==> src/rtl/gpio_seq_wb8.sv <==
`default_nettype none
// ============================================================================
// Module   : gpio_seq_wb8
// Purpose  : Autonomous output-pattern sequencer for the 8-bit Wishbone GPIO
//            peripheral. A CPU loads a pattern table, dwell period and pin
//            direction mask through a Wishbone slave port. On START the block
//            becomes the Wishbone master on the GPIO port. It writes the
//            direction register, then walks the table, writing each entry to
//            the GPIO value register and holding it for the dwell period.
//            It runs once or loops.
// Ports    : I_wb_clk, I_reset (synchronous, active-high)
//            I_wb_adr/I_wb_dat/I_wb_stb/I_wb_we -> O_wb_ack/O_wb_dat  (slave)
//            O_m_adr/O_m_dat/O_m_stb/O_m_we <- I_m_ack           (master)
//            O_busy : sequencer not idle
//            O_irq  : completion pulse (only when GPIO_SEQ_IRQ_EN is defined)
// Options  : GPIO_SEQ_IRQ_EN -- adds O_irq and the CTRL IRQEN bit.
// Revision : 1.0 - initial release
// ============================================================================
module gpio_seq_wb8 #(
    parameter int DEPTH    = 8,   // table entries, power of two, 2..16
    parameter int PERIOD_W = 16   // dwell counter width (register map fixes 16)
) (
    input  logic       I_wb_clk,
    input  logic       I_reset,
    input  logic [2:0] I_wb_adr,
    input  logic [7:0] I_wb_dat,
    input  logic       I_wb_stb,
    input  logic       I_wb_we,
    output logic       O_wb_ack,
    output logic [7:0] O_wb_dat,
    output logic [1:0] O_m_adr,
    output logic [7:0] O_m_dat,
    output logic       O_m_stb,
    output logic       O_m_we,
    input  logic       I_m_ack,
    output logic       O_busy
`ifdef GPIO_SEQ_IRQ_EN
    ,
    output logic       O_irq
`endif
);

    localparam int IDX_W = $clog2(DEPTH);
    localparam int LEN_W = IDX_W + 1;    // LEN ranges 0..DEPTH inclusive

    // Slave register map
    localparam logic [2:0] A_CTRL = 3'd0;
    localparam logic [2:0] A_LEN  = 3'd1;
    localparam logic [2:0] A_PLO  = 3'd2;
    localparam logic [2:0] A_PHI  = 3'd3;
    localparam logic [2:0] A_DIR  = 3'd4;
    localparam logic [2:0] A_IDX  = 3'd5;
    localparam logic [2:0] A_DATA = 3'd6;
    localparam logic [2:0] A_STEP = 3'd7;

    // Master addresses on the GPIO peripheral
    localparam logic [1:0] M_VALUE = 2'd0;
    localparam logic [1:0] M_DIR   = 2'd1;

    // Sequencer states
    localparam logic [2:0] S_IDLE       = 3'd0;
    localparam logic [2:0] S_WR_DIR     = 3'd1;
    localparam logic [2:0] S_WR_PAT     = 3'd2;
    localparam logic [2:0] S_DWELL      = 3'd3;
    localparam logic [2:0] S_WAIT_ABORT = 3'd4;

    // ------------------------------------------------------------------
    // Storage
    // ------------------------------------------------------------------
    logic [7:0]          table_mem [DEPTH];
    logic [LEN_W-1:0]    len;
    logic [PERIOD_W-1:0] period;
    logic [7:0]          dir;
    logic [IDX_W-1:0]    idx;
    logic                loop_en;
    logic                done;
    logic                irqen_rd;

    // Sequencer state
    logic [2:0]          state,  state_nxt;
    logic [IDX_W-1:0]    step,   step_nxt;
    logic [PERIOD_W-1:0] count,  count_nxt;
    logic                done_set;   // natural completion this cycle

    // Registered-output next values
    logic                stb_nxt;
    logic [1:0]          adr_nxt;
    logic [7:0]          dat_nxt;
    logic                busy_nxt;

    // ------------------------------------------------------------------
    // Slave access decode
    // ------------------------------------------------------------------
    // hold remembers that the current strobe has already been served, so a
    // master that keeps stb high across the ack gets one side effect only;
    // a new access needs stb to drop first.
    logic       hold;
    logic       acc;
    logic       wr;
    logic       ctrl_wr;
    logic       start_req;
    logic       stop_req;
    logic       start_ok;
    logic       m_xfer;
    logic       last_step;
    logic [7:0] rd_data;

    assign acc       = I_wb_stb && !O_wb_ack && !hold;
    assign wr        = acc && I_wb_we;
    assign ctrl_wr   = wr && (I_wb_adr == A_CTRL);
    assign stop_req  = ctrl_wr && I_wb_dat[2];
    // STOP wins over START in the same write.
    assign start_req = ctrl_wr && I_wb_dat[0] && !I_wb_dat[2];
    assign start_ok  = start_req && (state == S_IDLE);
    // A master cycle completes only while our strobe is actually up.
    assign m_xfer    = O_m_stb && I_m_ack;
    assign last_step = (LEN_W'(step) == (len - LEN_W'(1)));
    assign O_m_we    = 1'b1;

    // ------------------------------------------------------------------
    // Slave read mux (captured into O_wb_dat at accept)
    // ------------------------------------------------------------------
    always_comb begin
        rd_data = 8'h00;
        case (I_wb_adr)
            A_CTRL: rd_data = {4'b0000, irqen_rd, done, loop_en, O_busy};
            A_LEN:  rd_data = {{(8 - LEN_W){1'b0}}, len};
            A_PLO:  rd_data = period[7:0];
            A_PHI:  rd_data = period[PERIOD_W-1:8];
            A_DIR:  rd_data = dir;
            A_IDX:  rd_data = {{(8 - IDX_W){1'b0}}, idx};
            A_DATA: rd_data = table_mem[idx];
            A_STEP: rd_data = {{(8 - IDX_W){1'b0}}, step};
            default: rd_data = 8'h00;
        endcase
    end

    // ------------------------------------------------------------------
    // Slave registers
    // ------------------------------------------------------------------
    always_ff @(posedge I_wb_clk) begin
        if (I_reset) begin
            O_wb_ack <= 1'b0;
            O_wb_dat <= 8'h00;
            hold     <= 1'b0;
            len      <= '0;
            period   <= '0;
            dir      <= 8'h00;
            idx      <= '0;
            loop_en  <= 1'b0;
        end else begin
            O_wb_ack <= acc;
            hold     <= I_wb_stb && (hold || acc);
            if (acc) begin
                O_wb_dat <= rd_data;
            end
            if (wr) begin
                case (I_wb_adr)
                    A_CTRL: loop_en <= I_wb_dat[1];
                    A_LEN: begin
                        // Length and direction are frozen while a run is active.
                        if (!O_busy) begin
                            if (I_wb_dat > 8'(DEPTH)) begin
                                len <= LEN_W'(DEPTH);
                            end else begin
                                len <= I_wb_dat[LEN_W-1:0];
                            end
                        end
                    end
                    A_PLO:  period[7:0]          <= I_wb_dat;
                    A_PHI:  period[PERIOD_W-1:8] <= I_wb_dat;
                    A_DIR:  if (!O_busy) dir <= I_wb_dat;
                    A_IDX:  idx <= I_wb_dat[IDX_W-1:0];
                    A_DATA: idx <= idx + IDX_W'(1);   // wraps mod DEPTH
                    default: ;
                endcase
            end
        end
    end

    // Table contents survive reset; only the pointer is cleared.
    always_ff @(posedge I_wb_clk) begin
        if (!I_reset && wr && (I_wb_adr == A_DATA)) begin
            table_mem[idx] <= I_wb_dat;
        end
    end

    // ------------------------------------------------------------------
    // Sequencer: state register (also registers every master output)
    // ------------------------------------------------------------------
    always_ff @(posedge I_wb_clk) begin
        if (I_reset) begin
            state   <= S_IDLE;
            step    <= '0;
            count   <= '0;
            done    <= 1'b0;
            O_m_stb <= 1'b0;
            O_m_adr <= 2'd0;
            O_m_dat <= 8'h00;
            O_busy  <= 1'b0;
        end else begin
            state   <= state_nxt;
            step    <= step_nxt;
            count   <= count_nxt;
            O_m_stb <= stb_nxt;
            O_m_adr <= adr_nxt;
            O_m_dat <= dat_nxt;
            O_busy  <= busy_nxt;
            if (done_set) begin
                done <= 1'b1;
            end else if (start_ok) begin
                done <= 1'b0;
            end
        end
    end

    // ------------------------------------------------------------------
    // Sequencer: next-state logic
    // ------------------------------------------------------------------
    always_comb begin
        state_nxt = state;
        step_nxt  = step;
        count_nxt = count;
        done_set  = 1'b0;
        case (state)
            S_IDLE: begin
                if (start_ok) begin
                    if (len == '0) begin
                        done_set = 1'b1;
                    end else begin
                        step_nxt  = '0;
                        state_nxt = S_WR_DIR;
                    end
                end
            end
            S_WR_DIR, S_WR_PAT: begin
                if (m_xfer) begin
                    // The cycle just finished, so a STOP now has nothing
                    // outstanding to wait for.
                    if (stop_req) begin
                        state_nxt = S_IDLE;
                    end else if (state == S_WR_DIR) begin
                        state_nxt = S_WR_PAT;
                    end else begin
                        state_nxt = S_DWELL;
                        count_nxt = (period == '0) ? PERIOD_W'(1) : period;
                    end
                end else if (stop_req) begin
                    // Strobe low means we are in the inter-cycle gap with
                    // nothing on the bus; otherwise finish the open cycle.
                    state_nxt = O_m_stb ? S_WAIT_ABORT : S_IDLE;
                end
            end
            S_DWELL: begin
                if (stop_req) begin
                    state_nxt = S_IDLE;
                end else if (count <= PERIOD_W'(1)) begin
                    if (!last_step) begin
                        step_nxt  = step + IDX_W'(1);
                        state_nxt = S_WR_PAT;
                    end else if (loop_en) begin
                        step_nxt  = '0;
                        state_nxt = S_WR_PAT;
                    end else begin
                        done_set  = 1'b1;
                        state_nxt = S_IDLE;
                    end
                end else begin
                    count_nxt = count - PERIOD_W'(1);
                end
            end
            S_WAIT_ABORT: begin
                if (m_xfer) begin
                    state_nxt = S_IDLE;
                end
            end
            default: state_nxt = S_IDLE;
        endcase
    end

    // ------------------------------------------------------------------
    // Sequencer: output logic (values registered by the state register)
    // ------------------------------------------------------------------
    // Strobe drops on the edge that samples the ack and can only rise again
    // one cycle later, which guarantees a low cycle between transactions.
    // Address/data are only reloaded while the strobe is low so they stay
    // stable for the whole of an open cycle.
    always_comb begin
        stb_nxt  = 1'b0;
        adr_nxt  = O_m_adr;
        dat_nxt  = O_m_dat;
        busy_nxt = (state_nxt != S_IDLE);
        case (state_nxt)
            S_WR_DIR: begin
                stb_nxt = !m_xfer;
                if (!O_m_stb) begin
                    adr_nxt = M_DIR;
                    dat_nxt = dir;
                end
            end
            S_WR_PAT: begin
                stb_nxt = !m_xfer;
                if (!O_m_stb) begin
                    adr_nxt = M_VALUE;
                    dat_nxt = table_mem[step_nxt];
                end
            end
            S_WAIT_ABORT: stb_nxt = 1'b1;
            default: ;
        endcase
    end

    // ------------------------------------------------------------------
    // Completion interrupt
    // ------------------------------------------------------------------
`ifdef GPIO_SEQ_IRQ_EN
    logic irqen;
    logic irqen_eff;

    // A START that also sets IRQEN (e.g. LEN=0 immediate completion) must
    // see the new enable in the same cycle.
    assign irqen_eff = ctrl_wr ? I_wb_dat[3] : irqen;
    assign irqen_rd  = irqen;

    always_ff @(posedge I_wb_clk) begin
        if (I_reset) begin
            irqen <= 1'b0;
            O_irq <= 1'b0;
        end else begin
            if (ctrl_wr) begin
                irqen <= I_wb_dat[3];
            end
            O_irq <= done_set && irqen_eff;
        end
    end
`else
    assign irqen_rd = 1'b0;
`endif

endmodule
`default_nettype wire
==> config.mk <==
export PLATFORM = sky130hd
export DESIGN_NAME = gpio_seq_wb8
export DESIGN_NICKNAME = d
export VERILOG_FILES = /design/src/rtl/gpio_seq_wb8.sv
export SDC_FILE = /design/constraint.sdc
export NUM_CORES = 1
export LEC_CHECK = 0
export BUFFER_PORTS_ARGS = -buffer_cell sky130_fd_sc_hd__buf_2
export CAP_MARGIN = 20
export CORE_ASPECT_RATIO = 1.25
export CORE_MARGIN = 4
export CORE_UTILIZATION = 45
export DETAILED_ROUTE_END_ITERATION = 12
export SYNTH_ARGS = -nofsm -noshare
export SYNTH_HDL_FRONTEND = slang
export SYNTH_SLANG_ARGS = --single-unit
export TNS_END_PERCENT = 5
==> constraint.sdc <==
create_clock -name I_wb_clk -period 7 [get_ports I_wb_clk]
set_input_delay 0 -clock I_wb_clk [delete_from_list [all_inputs] [get_ports I_wb_clk]]
set_output_delay 0 -clock I_wb_clk [all_outputs]
set_load 0.1 [all_outputs]
### Word level (Yosys, flattened, before mapping)

Memory sizes are Yosys's and may differ from the RTL's. A register that Yosys moved wholly into a read port is not among the register bits.
Index checks and enable logic that the tools add are counted.

* bits in registers: 77
* output and inout port bits: 22
* word-level logic and storage cells: 134
* memory bits (writable): 64
* memories kept: 1

Memory list
* table_mem: words 8, width 8, read ports 2, clocked after memory_dff 1, wr ports 1, RTL line 70 `logic [7:0] table_mem [DEPTH];`

* reductions and logical operators: 37
* eq/ne operators: 22
* bitwise logic cells: 1
* order comparisons: 2
* $add $sub $neg: 4
* muxes and demuxes: 50

Operator list (number)
* 2-to-1 mux 16 bit: 6
* one-hot mux 8 bit (8 select lines): 1
* 2-to-1 mux 3 bit: 16
* one-hot mux 16 bit (2 select lines): 1
* equality test 3 bit, second input constant: 6
* less-or-equal comparator 16 x 1 -> 1 bit, second input constant: 1
* logical NOT 16 bit: 1
* 2-to-1 mux 8 bit: 2
* one-hot mux 8 bit (2 select lines): 1
* subtractor 16 x 1 -> 16 bit, second input constant: 1
* equality test 3 x 2 -> 1 bit, second input constant: 5
* != test 2 bit, second input constant: 7
* logical AND 1 bit: 12
* one-hot mux 3 bit (2 select lines): 2
* one-hot mux 3 bit (4 select lines): 1
* 2-to-1 mux 1 bit: 11
* 2-to-1 mux 2 bit: 5
* equality test 3 x 1 -> 1 bit, second input constant: 3
* AND reduction 3 bit: 3
* > comparator 8 x 4 -> 1 bit, second input constant: 1
* AND reduction 2 bit: 4
* nonzero test 2 bit: 4
* adder 3 x 1 -> 3 bit, second input constant: 2
* logical NOT 3 bit: 2
* other kinds (12): 18

### Logic depth before layout (Yosys ltp)

* word-level depth: 13
* mapped depth: 11
* depth with buffers taken out: 10

### Worst setup path before layout

No wires, ideal clock.

* path kind: register -> register
* start point: register O_wb_ack
* end point: register O_m_dat[4]
* cell stages (with the launch flop): 9
* path slack: 3.935 ns
* arrival: 2.945 ns
* clock period less this slack: 3.065 ns
* cells stage by stage: dfxtp_1 -> and4bb_1 -> a31oi_1 -> nand3_1 -> nor2_2 -> mux2_2 -> a21oi_1 -> a31oi_1 -> a211o_1

* word-level cells in the longest chain between the ends: 13

RTL lines
* start: declaration: RTL line 29 `output logic O_wb_ack,`
* start signal: assignment: RTL line 143 `O_wb_ack <= 1'b0;`
* start signal: assignment: RTL line 152 `O_wb_ack <= acc;`
* logical NOT 1 bit (*): RTL line 108 `assign acc = I_wb_stb && !O_wb_ack && !hold;`
* logical AND 1 bit (*) (2 in a row): RTL line 108
* logical AND 1 bit (*): RTL line 109 `assign wr = acc && I_wb_we;`
* logical AND 1 bit (*): RTL line 110 `assign ctrl_wr = wr && (I_wb_adr == A_CTRL);`
* logical AND 1 bit (2 in a row): RTL line 113 `assign start_req = ctrl_wr && I_wb_dat[0] && !I_wb_dat[2];`
* logical AND 1 bit: RTL line 114 `assign start_ok = start_req && (state == S_IDLE);`
* 2-to-1 mux 3 bit: RTL line 227 `if (start_ok) begin`
* one-hot mux 3 bit (2 select lines) / one-hot mux 3 bit (4 select lines) (equally long branches): RTL line 225 `case (state)`
* memory read (8 x 8 bit), or another cell as far along
* 2-to-1 mux 8 bit, or another cell as far along: RTL line 303 `if (!O_m_stb) begin`
* one-hot mux 8 bit (2 select lines) / AND reduction 3 bit (equally long branches)
* end signal: assignment: RTL line 207 `O_m_dat <= dat_nxt;`
* end: declaration: RTL line 32 `output logic [7:0] O_m_dat,`

Every way passes the cells marked *; elsewhere a longest branch is shown, timed or not. The select of a mux whose other input is x is not followed.
A chain may end at the register's enable or synchronous reset.

### Final worst setup path

* start point: register hold
* end point: register O_m_dat[4]

* word-level cells in the longest chain between the ends: 12

RTL lines
* start: declaration: RTL line 97 `logic hold;`
* start signal: assignment: RTL line 153 `hold <= I_wb_stb && (hold || acc);`
* logical NOT 1 bit (*): RTL line 108
* logical AND 1 bit (*): RTL line 108
* logical AND 1 bit (*): RTL line 109
* logical AND 1 bit (*): RTL line 110
* logical AND 1 bit (2 in a row): RTL line 113
* logical AND 1 bit: RTL line 114
* 2-to-1 mux 3 bit: RTL line 227
* one-hot mux 3 bit (2 select lines) / one-hot mux 3 bit (4 select lines) (equally long branches): RTL line 225
* memory read (8 x 8 bit), or another cell as far along
* 2-to-1 mux 8 bit, or another cell as far along: RTL line 303
* one-hot mux 8 bit (2 select lines) / AND reduction 3 bit (equally long branches)

Marked as above.

==> results.cfg <==
[status]
status = complete, no violations

[place]
dp_slack_ns = 3.07
portBuffers = 35
hpwlAfterDp_mm = 16.1
gp_routability_congestion = 0.958

[logic_synthesis]
syn_inst = 740
ys_seq_area_frac = 0.468
synth_commonest_cells = dfxtp_1 (79), nor2_1 (79), nand2_1 (77)
synth_seq_cells = 143
synth_edf_count = 64
yosysTopAreaCellShare = 0.257
synth.distinct_cells = 76
netlist_area_um2 = 7480
syn-num-nets = 761
synthArstFlopShare = 0
synth_area_leaders = edfxtp_1 (26%), dfxtp_1 (21%), mux2i_1 (5.4%)
syn-mean-instance-area_um2 = 10.1
ys_warn_count = 0
ys.flop_type = dfxtp_1
yosysTopAreaCell = edfxtp_1

[floorplanning]
die_w_um = 123
coreArea_um2 = 16300
dieArea_um2 = 18800
start_util = 0.460
num_io_pins = 38
dieHeight_um = 152
num_rows = 52

[timing]
worst_clock_skew_ns = 0.00620
fmax_ghz = 0.279
finalSetupViolations = 0
rsz0062_at_grt = no
setup_tns_ns = 0
finalHoldViolations = 0
min_period_ns = 3.59
worst_pin_slew_ns = 1.07
drv_slew = 0
fin_crit_sh = 0.513
finalWorstSetupSlack_ns = 3.41
slew_headroom = 0.284

[finish]
nFillCells = 1504
syn_to_final_growth_pct = 12.9
num_antenna_cells = 0
nNetsFinal = 786
drive_gt1_frac = 0.167

[worst_setup_path]
r2r_slack_ns = 3.41
start_kind = register
r2r_cells = 8
rr_startpoint = hold$_SDFF_PP0_
crit_arrival_ns = 3.97
path_max_fanout = 23
crit_path_end_kind = register
r2r_end = O_m_dat[4]$_SDFFE_PP0P_
worstPathRequired_ns = 7.38
crit_type = register to register

[global_routing]
grt_max_degree = 77
grt_first_pass_wirelength_mm = 34.4
overflow = 0
antenna_found_initial = 0
grt_pass1_vias = 6107
grt_use_total = 0.244

[drt]
vias = 6222
dr.pass1.iters = 7
drt_iter0_markers = 558
wl_per_cell_um = 23.0
drt-vias-per-instance = 6.26
drc = 0
ant_nets = 0
finalWirelength_mm = 22.8

[min_path]
hold_start = I_wb_dat[2]
hold_path_class = primary input to register
min_to = dir[2]$_SDFFE_PP0P_
holdPathStages = 3

[clock_tree]
numClockSinks = 143
cts-root-buf = clkbuf_16
cts_htree_levels = 4
clk_latency_ns = 0.43
cts_resized = 0
cts_tree = done
clock_path_buffers = 2
path_clk_slew_ns = 0.06
cts_buffers = 17

[power_and_ir_drop]
max-vdd-ir-drop_mv = 0.144
p_leak_nw = 2.94
power.density_cell_area_nw_per_um2 = 225
power.total_mw = 1.90

[job]
cap_viol_max_count = 0
worst max path at each step:
stage | from | to | slack (ns) | cells after the start
2_1_floorplan | O_wb_ack$_SDFF_PP0_ | O_m_dat[4]$_SDFFE_PP0P_ | 3.94 | 8
3_3_place_gp | state[0]$_SDFF_PP0_ | O_m_dat[6]$_SDFFE_PP0P_ | 3.28 | 8
3_5_place_dp | state[1]$_SDFF_PP0_ | O_m_dat[4]$_SDFFE_PP0P_ | 3.07 | 8
4_1_cts | state[1]$_SDFF_PP0_ | O_m_dat[4]$_SDFFE_PP0P_ | 3.07 | 8
5_1_grt | len[0]$_SDFFE_PP0P_ | O_m_dat[3]$_SDFFE_PP0P_ | 3.19 | 10
6_report | hold$_SDFF_PP0_ | O_m_dat[4]$_SDFFE_PP0P_ | 3.41 | 8
cells in the final DEF (no fill, tap or decap), types with 15 or more instances in the layout:
cell type  Yosys  routed
nand3_1       21      21
buf_2          2      36
mux2i_1       40      40
dfxtp_1       79      79
mux2_2        15      15
mux4_2        16      16
clkbuf_16      0      17
nor2_1        79      79
nand2_1       77      77
a21oi_1       61      61
edfxtp_1      64      64
o21ai_0       29      29
registers in the layout, summed over array words and instances (netlist names), named ones only:
name / count
O_busy: 1
O_m_adr: 1
O_m_dat: 8
O_m_stb: 1
O_wb_ack: 1
O_wb_dat: 8
count: 16
dir: 8
done: 1
hold: 1
idx: 3
len: 4
loop_en: 1
period: 16
state: 3
step: 3
table_mem: 64
area by class of cell:
cell class                 count  area (um2)  share of cell area
clock buffer                  18         429              0.0508
clock inverter                14         158              0.0187
inverter                      10        37.5             0.00445
multi-input combinational    541        3690               0.438
sequential                   143        3500               0.415
tap                          216         270              0.0320
timing repair buffer          52         350              0.0415
metal layers:
layer  vias up  routed length [um]  global-route usage  share of wire
met5         -                   0                   0              0
met4         0                 910               0.113          0.040
met3        53                1340              0.0412          0.059
met2       269               11600               0.417           0.51
met1      3034                8940               0.296           0.39
li1       2866                   -                   -              -
where the power goes:
| group | internal [mW] | leakage (nW) | switching [mW] |
|---|---|---|---|
| registers | 0.877 | 1.21 | 0.00737 |
| logic | 0.0280 | 1.45 | 0.0782 |
| clock network | 0.530 | 0.283 | 0.381 |
critical path: stages (launching register included):
cell and delay, ns:
dfxtp_1 0.32, and4bb_1 0.42, nand4_1 0.21, nor2_1 0.74, nor3b_1 0.20, a211oi_4 0.87, nor2_2 0.23, a221oi_1 0.38
a211o_1 0.15
kinds of logic (layout without fill, tap and decap cells):
| logic type | Yosys count | in the layout | share of synthesized area |
|---|---|---|---|
| muxes | 71 | 71 | 0.124 |
| other | 2 | 2 | 0.00100 |
| adders and majority gates | 5 | 5 | 0.00836 |
| DFF | 143 | 143 | 0.468 |
| AOI/OAI and AO/OA | 196 | 196 | 0.177 |
| and+or+nand+nor | 262 | 262 | 0.176 |
| xor gates and xnor gates | 5 | 5 | 0.00585 |
| buffers and inverters | 56 | 94 | 0.0391 |
stage by stage:
| step | utilization | instance area (um2) | std cells | hold slack (ns) |
|---|---|---|---|---|
| 6_report | 0.519 | 8440 | 994 | 0.0423 |
| 5_1_grt | 0.519 | 8440 | 994 | 0.0401 |
| 4_1_cts | 0.516 | 8400 | 992 | 0.00957 |
| 3_5_place_dp | 0.475 | 7720 | 951 | 0.303 |
| 3_3_place_gp | 0.475 | 7720 | 950 | 0.292 |
| 2_1_floorplan | - | 7480 | 740 | 0.0957 |
timing repair:
| action | in CTS | in global routing |
|---|---|---|
| endpoints found under the hold margin | 69 | 0 |
| buffers inserted | 0 | 0 |
| endpoints found under the setup margin | 0 | 0 |
| hold buffers | 9 | 0 |
(Power assumes the default switching activity.)
